$ cat src/rtl/fp_issue_sequencer.sv
// rtl/fp_issue_sequencer.sv - COP1 add/sub/mul issue sequencer for a shared multi-cycle FP unit
module fp_issue_sequencer #(
    parameter int ADD_LAT = 3,
    parameter int MUL_LAT = 4
) (
    input  logic        clk,
    input  logic        rst,
    input  logic        flush,
    input  logic        issue_valid,
    output logic        issue_ready,
    input  logic [1:0]  issue_op,
    input  logic [4:0]  issue_fd,
    input  logic [4:0]  issue_fs,
    input  logic [4:0]  issue_ft,
    output logic        unit_start,
    output logic [1:0]  unit_op,
    output logic [4:0]  unit_fs,
    output logic [4:0]  unit_ft,
    input  logic [31:0] unit_result,
    output logic        wb_en,
    output logic [4:0]  wb_addr,
    output logic [31:0] wb_data,
    output logic        busy,
    output logic        illegal_op
);

    typedef enum logic [1:0] {IDLE, EXEC, WB} state_t;

    localparam logic [3:0] ADD_CNT = 4'(ADD_LAT);
    localparam logic [3:0] MUL_CNT = 4'(MUL_LAT);

    state_t      state_q;
    logic [3:0]  cnt_q;
    logic [1:0]  op_q;
    logic [4:0]  fs_q, ft_q, fd_q;
    logic [31:0] wb_data_q;
    logic        start_q, illegal_q;
    logic        hz, ready_raw, accept;

    assign hz = (issue_fs == fd_q) || (issue_ft == fd_q);

    always_comb begin
        ready_raw = 1'b0;
        case (state_q)
            IDLE:    ready_raw = 1'b1;
            WB:      ready_raw = !hz;
            default: ready_raw = 1'b0;
        endcase
    end

    assign issue_ready = ready_raw && !rst && !flush;
    assign accept      = issue_valid && issue_ready;

    always_ff @(posedge clk or posedge rst) begin
        if (rst) begin
            state_q   <= IDLE;
            cnt_q     <= 4'd0;
            op_q      <= 2'd0;
            fs_q      <= 5'd0;
            ft_q      <= 5'd0;
            fd_q      <= 5'd0;
            wb_data_q <= 32'd0;
            start_q   <= 1'b0;
            illegal_q <= 1'b0;
        end else begin
            start_q   <= 1'b0;
            illegal_q <= 1'b0;
            case (state_q)
                IDLE, WB: begin
                    if (accept && issue_op == 2'b11) begin
                        illegal_q <= 1'b1;
                        state_q   <= IDLE;
                    end else if (accept) begin
                        op_q    <= issue_op;
                        fs_q    <= issue_fs;
                        ft_q    <= issue_ft;
                        fd_q    <= issue_fd;
                        cnt_q   <= (issue_op == 2'b10) ? MUL_CNT : ADD_CNT;
                        start_q <= 1'b1;
                        state_q <= EXEC;
                    end else begin
                        state_q <= IDLE;
                    end
                end
                EXEC: begin
                    // A flushed op drops its result; the unit is simply not listened to.
                    if (flush) begin
                        state_q <= IDLE;
                    end else begin
                        cnt_q <= cnt_q - 4'd1;
                        if (cnt_q == 4'd1) begin
                            wb_data_q <= unit_result;
                            state_q   <= WB;
                        end
                    end
                end
                default: state_q <= IDLE;
            endcase
        end
    end

    assign unit_start = start_q;
    assign unit_op    = op_q;
    assign unit_fs    = fs_q;
    assign unit_ft    = ft_q;
    assign wb_en      = (state_q == WB) && !flush;
    assign wb_addr    = fd_q;
    assign wb_data    = wb_data_q;
    assign busy       = (state_q != IDLE);
    assign illegal_op = illegal_q;

endmodule

$ cat config.mk
export PLATFORM = sky130hd
export DESIGN_NAME = fp_issue_sequencer
export DESIGN_NICKNAME = d
export VERILOG_FILES = /design/src/rtl/fp_issue_sequencer.sv
export SDC_FILE = /design/constraint.sdc
export NUM_CORES = 1
export LEC_CHECK = 0
export CAP_MARGIN = 25
export CORE_MARGIN = 2
export CORE_UTILIZATION = 45
export CTS_CLUSTER_DIAMETER = 80
export DETAILED_ROUTE_END_ITERATION = 6
export PLACE_DENSITY = 0.85
export SLEW_MARGIN = 20
export SYNTH_ARGS = -nofsm -noshare
export SYNTH_HDL_FRONTEND = slang
export SYNTH_SLANG_ARGS = --single-unit
$ cat constraint.sdc
create_clock -name clk -period 2.58 [get_ports clk]
set_input_delay 0.516 -clock clk [delete_from_list [all_inputs] [get_ports clk]]
set_output_delay 0.516 -clock clk [all_outputs]
set_load 0.05 [all_outputs]
==> summary.md <==
| Metric | Value |
|---|---|
| Fin Clk Skew | 0.00814 ns |
| Cell count after placement | 344 |
| Worst skew pair latency | between 0.3 and 0.4 ns |
| DP HPWL | 4.19 mm |
| RSZ-0062 raised after global routing | no |
| Synth Warn # | 0 |
| Final WS setup | 0.228 ns |
| Fin cells | between 300 and 400 |
| Routed Antenna Nets | 0 |
| 1st-iter DRT viols | 54 |
| Pins Over Slew Limit | 0 |
| Slew @ Worst Pin | 0.552 ns |
| Area Growth Syn to Fin | 56.4% |
| Ports | 107 |
| Worst VDD drop | 0.598 mV |
| GRT Util Overall | 0.200 |
| Hold Fails Final Rpt | 0 |
| Relative slew slack | 0.631 |
| Worst min path class | register to register |
| Share of cells above drive strength 1 | 0.253 |
| Setup TNS | 0 ns |
| FF+latch count, synth | 57 |
| CTS resizes | 0 |
| Die height | ~78 µm |
| Mapped Avg Cell Area | 14.4 µm² |
| Register area | 0.00143 mm² |
| Die ar. | 0.00603 mm² |
| Status | completed |
| Pin count of the biggest net entering global routing | 37 |
| Core area | 0.00517 mm² |
| Period utilization | 0.912 |
| Leakage | 1.71 nW |
| Final Critical Period | between 2 and 2.5 ns |
| Vias per cell | 4.91 |
| Dpl ws | around 0.22 ns |
| Worst EP arrival | 1.84 ns |
| Maximum fanout along the worst path | 7 |
| Root buffer cell | clkbuf_8 |
| Startpoint Class | primary input |
| Drt first pass iters | 4 |
| Nets | 340 |
| Most common cell after layout, fill and taps aside | clkdlybuf4s50_1 |
| Starting density of the core | 0.472 |
| Post-synthesis cell count | 169 |
| Grt total ovfl | 0 |
| Worst endpoint required time | 2.06 ns |
| Final setup viols | 0 |
| Clock Path Buffers | 2 |
| N_diodes | 0 |
| First-pass GRT wire length | 8.99 mm |
| Max-Cap Viols | 0 |
| Number of global-route vias before repair | 1863 |
| Crit end category | output port |
| Fmax | ~430 MHz |
| CTS Hold Buffers Added | 0 |
| Commonest cells after routing, fill and taps aside | 104 x clkdlybuf4s50_1, 57 x dfrtp_1, 41 x mux2_2 |
| Die Span X | 77.7 µm |
| CTS tree | done |
| Largest area contributor in the netlist | dfrtp_1 |
| Row count | 26 |
| Post-Synthesis Cell Area | 0.00244 mm² |
| Synth area leaders | dfrtp_1 58%, mux2_2 19%, mux2_4 4.3%, xnor2_1 3.6%, inv_1 1.1% |
| Clock transition at path regs | approximately 0.06 ns |
| Detailed-route via count | 1761 |
| Area of the multi-input gates | 945 µm² |
| Total power | 3.45 mW |
| Per-cell routed wire length | 15.8 µm |
| Mapped Nets | 224 |
| Count of different cell masters after synthesis | 31 |
| Util after Layout | 0.738 |
| Fill cells | 357 |
| Post-CTS Repair Setup Buffers | 0 |
| Antenna violations before repair | 0 |
| DR DRC count | 0 |
| Share of the synthesized area in the top cell type | 0.584 |
| TritonCTS Buffers | 9 |
| Sequential-to-total area share from yosys stat | 0.584 |
| Pwr Density | 902 mW/mm² |
| Max H-tree Level | 3 |
| Final WL | 5.66 mm |
| Crit path kind | primary input to output port |
| Global placement routability congestion | between 0.9 and 1 |
| Clock net sink count | 57 |
| Input/output buffers | roughly 110 |
-- sequential cells by signal (all words and copies together) (netlist names), 2 cells and up --
signal and count:
wb_addr 5, unit_ft 5, wb_data 32, unit_op 2
unit_fs 5, state_q 2, cnt_q 4
-- final timing paths --
path                            depth (start not counted)   startpoint  slack [ns]           to
worst max-delay path                                    5  issue_fs[0]        0.23  issue_ready
worst min-delay path                                    1  wb_data[15]        0.51  wb_data[15]
worst max register to register                          5   wb_addr[0]        0.77     cnt_q[2]
worst min register to register                          1  wb_data[15]        0.51  wb_data[15]
max in group asynchronous                               3          rst        1.46   wb_data[3]
min in group asynchronous                               2          rst        0.56   unit_fs[3]
-- synth_stat cells (all sizes together) --
master,instances
nand2b,2
a21boi,2
inv,8
nand3b,2
xnor2,10
nor3,2
nand3,1
dfrtp,57
a22oi,1
nor3b,2
and4,1
a211oi,1
mux2i,1
o32a,1
nand4,2
a311o,1
nand2,6
a21oi,2
o221a,1
or2,1
mux2,48
ha,2
nor2,5
o22ai,1
buf,4
or3,1
nor2b,2
o21ai,2
-- area by class of cell --
type | instances | area share
clock buffers | 12 | 0.0406
clock inverters | 3 | 0.0105
inverters | 8 | 0.00918
multi-input cells | 100 | 0.247
flip-flops and latches | 57 | 0.374
well taps | 70 | 0.0229
repair buffers | 109 | 0.296
-- stage by stage --
| stage | area (µm²) | hold WS [ns] |
|---|---|---|
| 3_5_place_dp | 3620 | 0.492 |
| 2_1_floorplan | 2440 | 0.510 |
| 3_3_place_gp | 3620 | 0.486 |
| 4_1_cts | 3820 | 0.506 |
| 5_1_grt | 3820 | 0.513 |
| 6_report | 3820 | 0.505 |
-- worst max-delay path, stage by stage --
cell and delay, ns:
clkdlybuf4s50_1 0.52, xnor2_1 0.14, nand4_1 0.14, o221a_4 0.36
buf_12 0.16
-- cell families (layout without fill, tap and decap cells) --
logic type	count (synthesis)	count (layout)	synth area share
compound gates	12	12	0.0400
xor+xnor	10	10	0.0359
fa+ha+maj	2	2	0.0102
buf+inv	12	132	0.0287
flops	57	57	0.584
mux	49	49	0.236
simple gates	27	27	0.0646
-- where the power goes --
group | internal, mW | switching, mW
Combinational | 0.568 | 0.842
Sequential | 1.09 | 0.134
Clock | 0.490 | 0.324
Total | 2.15 | 1.30
-- routing by layer --
layer	wire length, µm	GRT usage
met3	301	0.0500
met5	0	0
met1	2330	0.232
met2	2830	0.316
met4	201	0.157
Power figures use the tool's default switching activity.
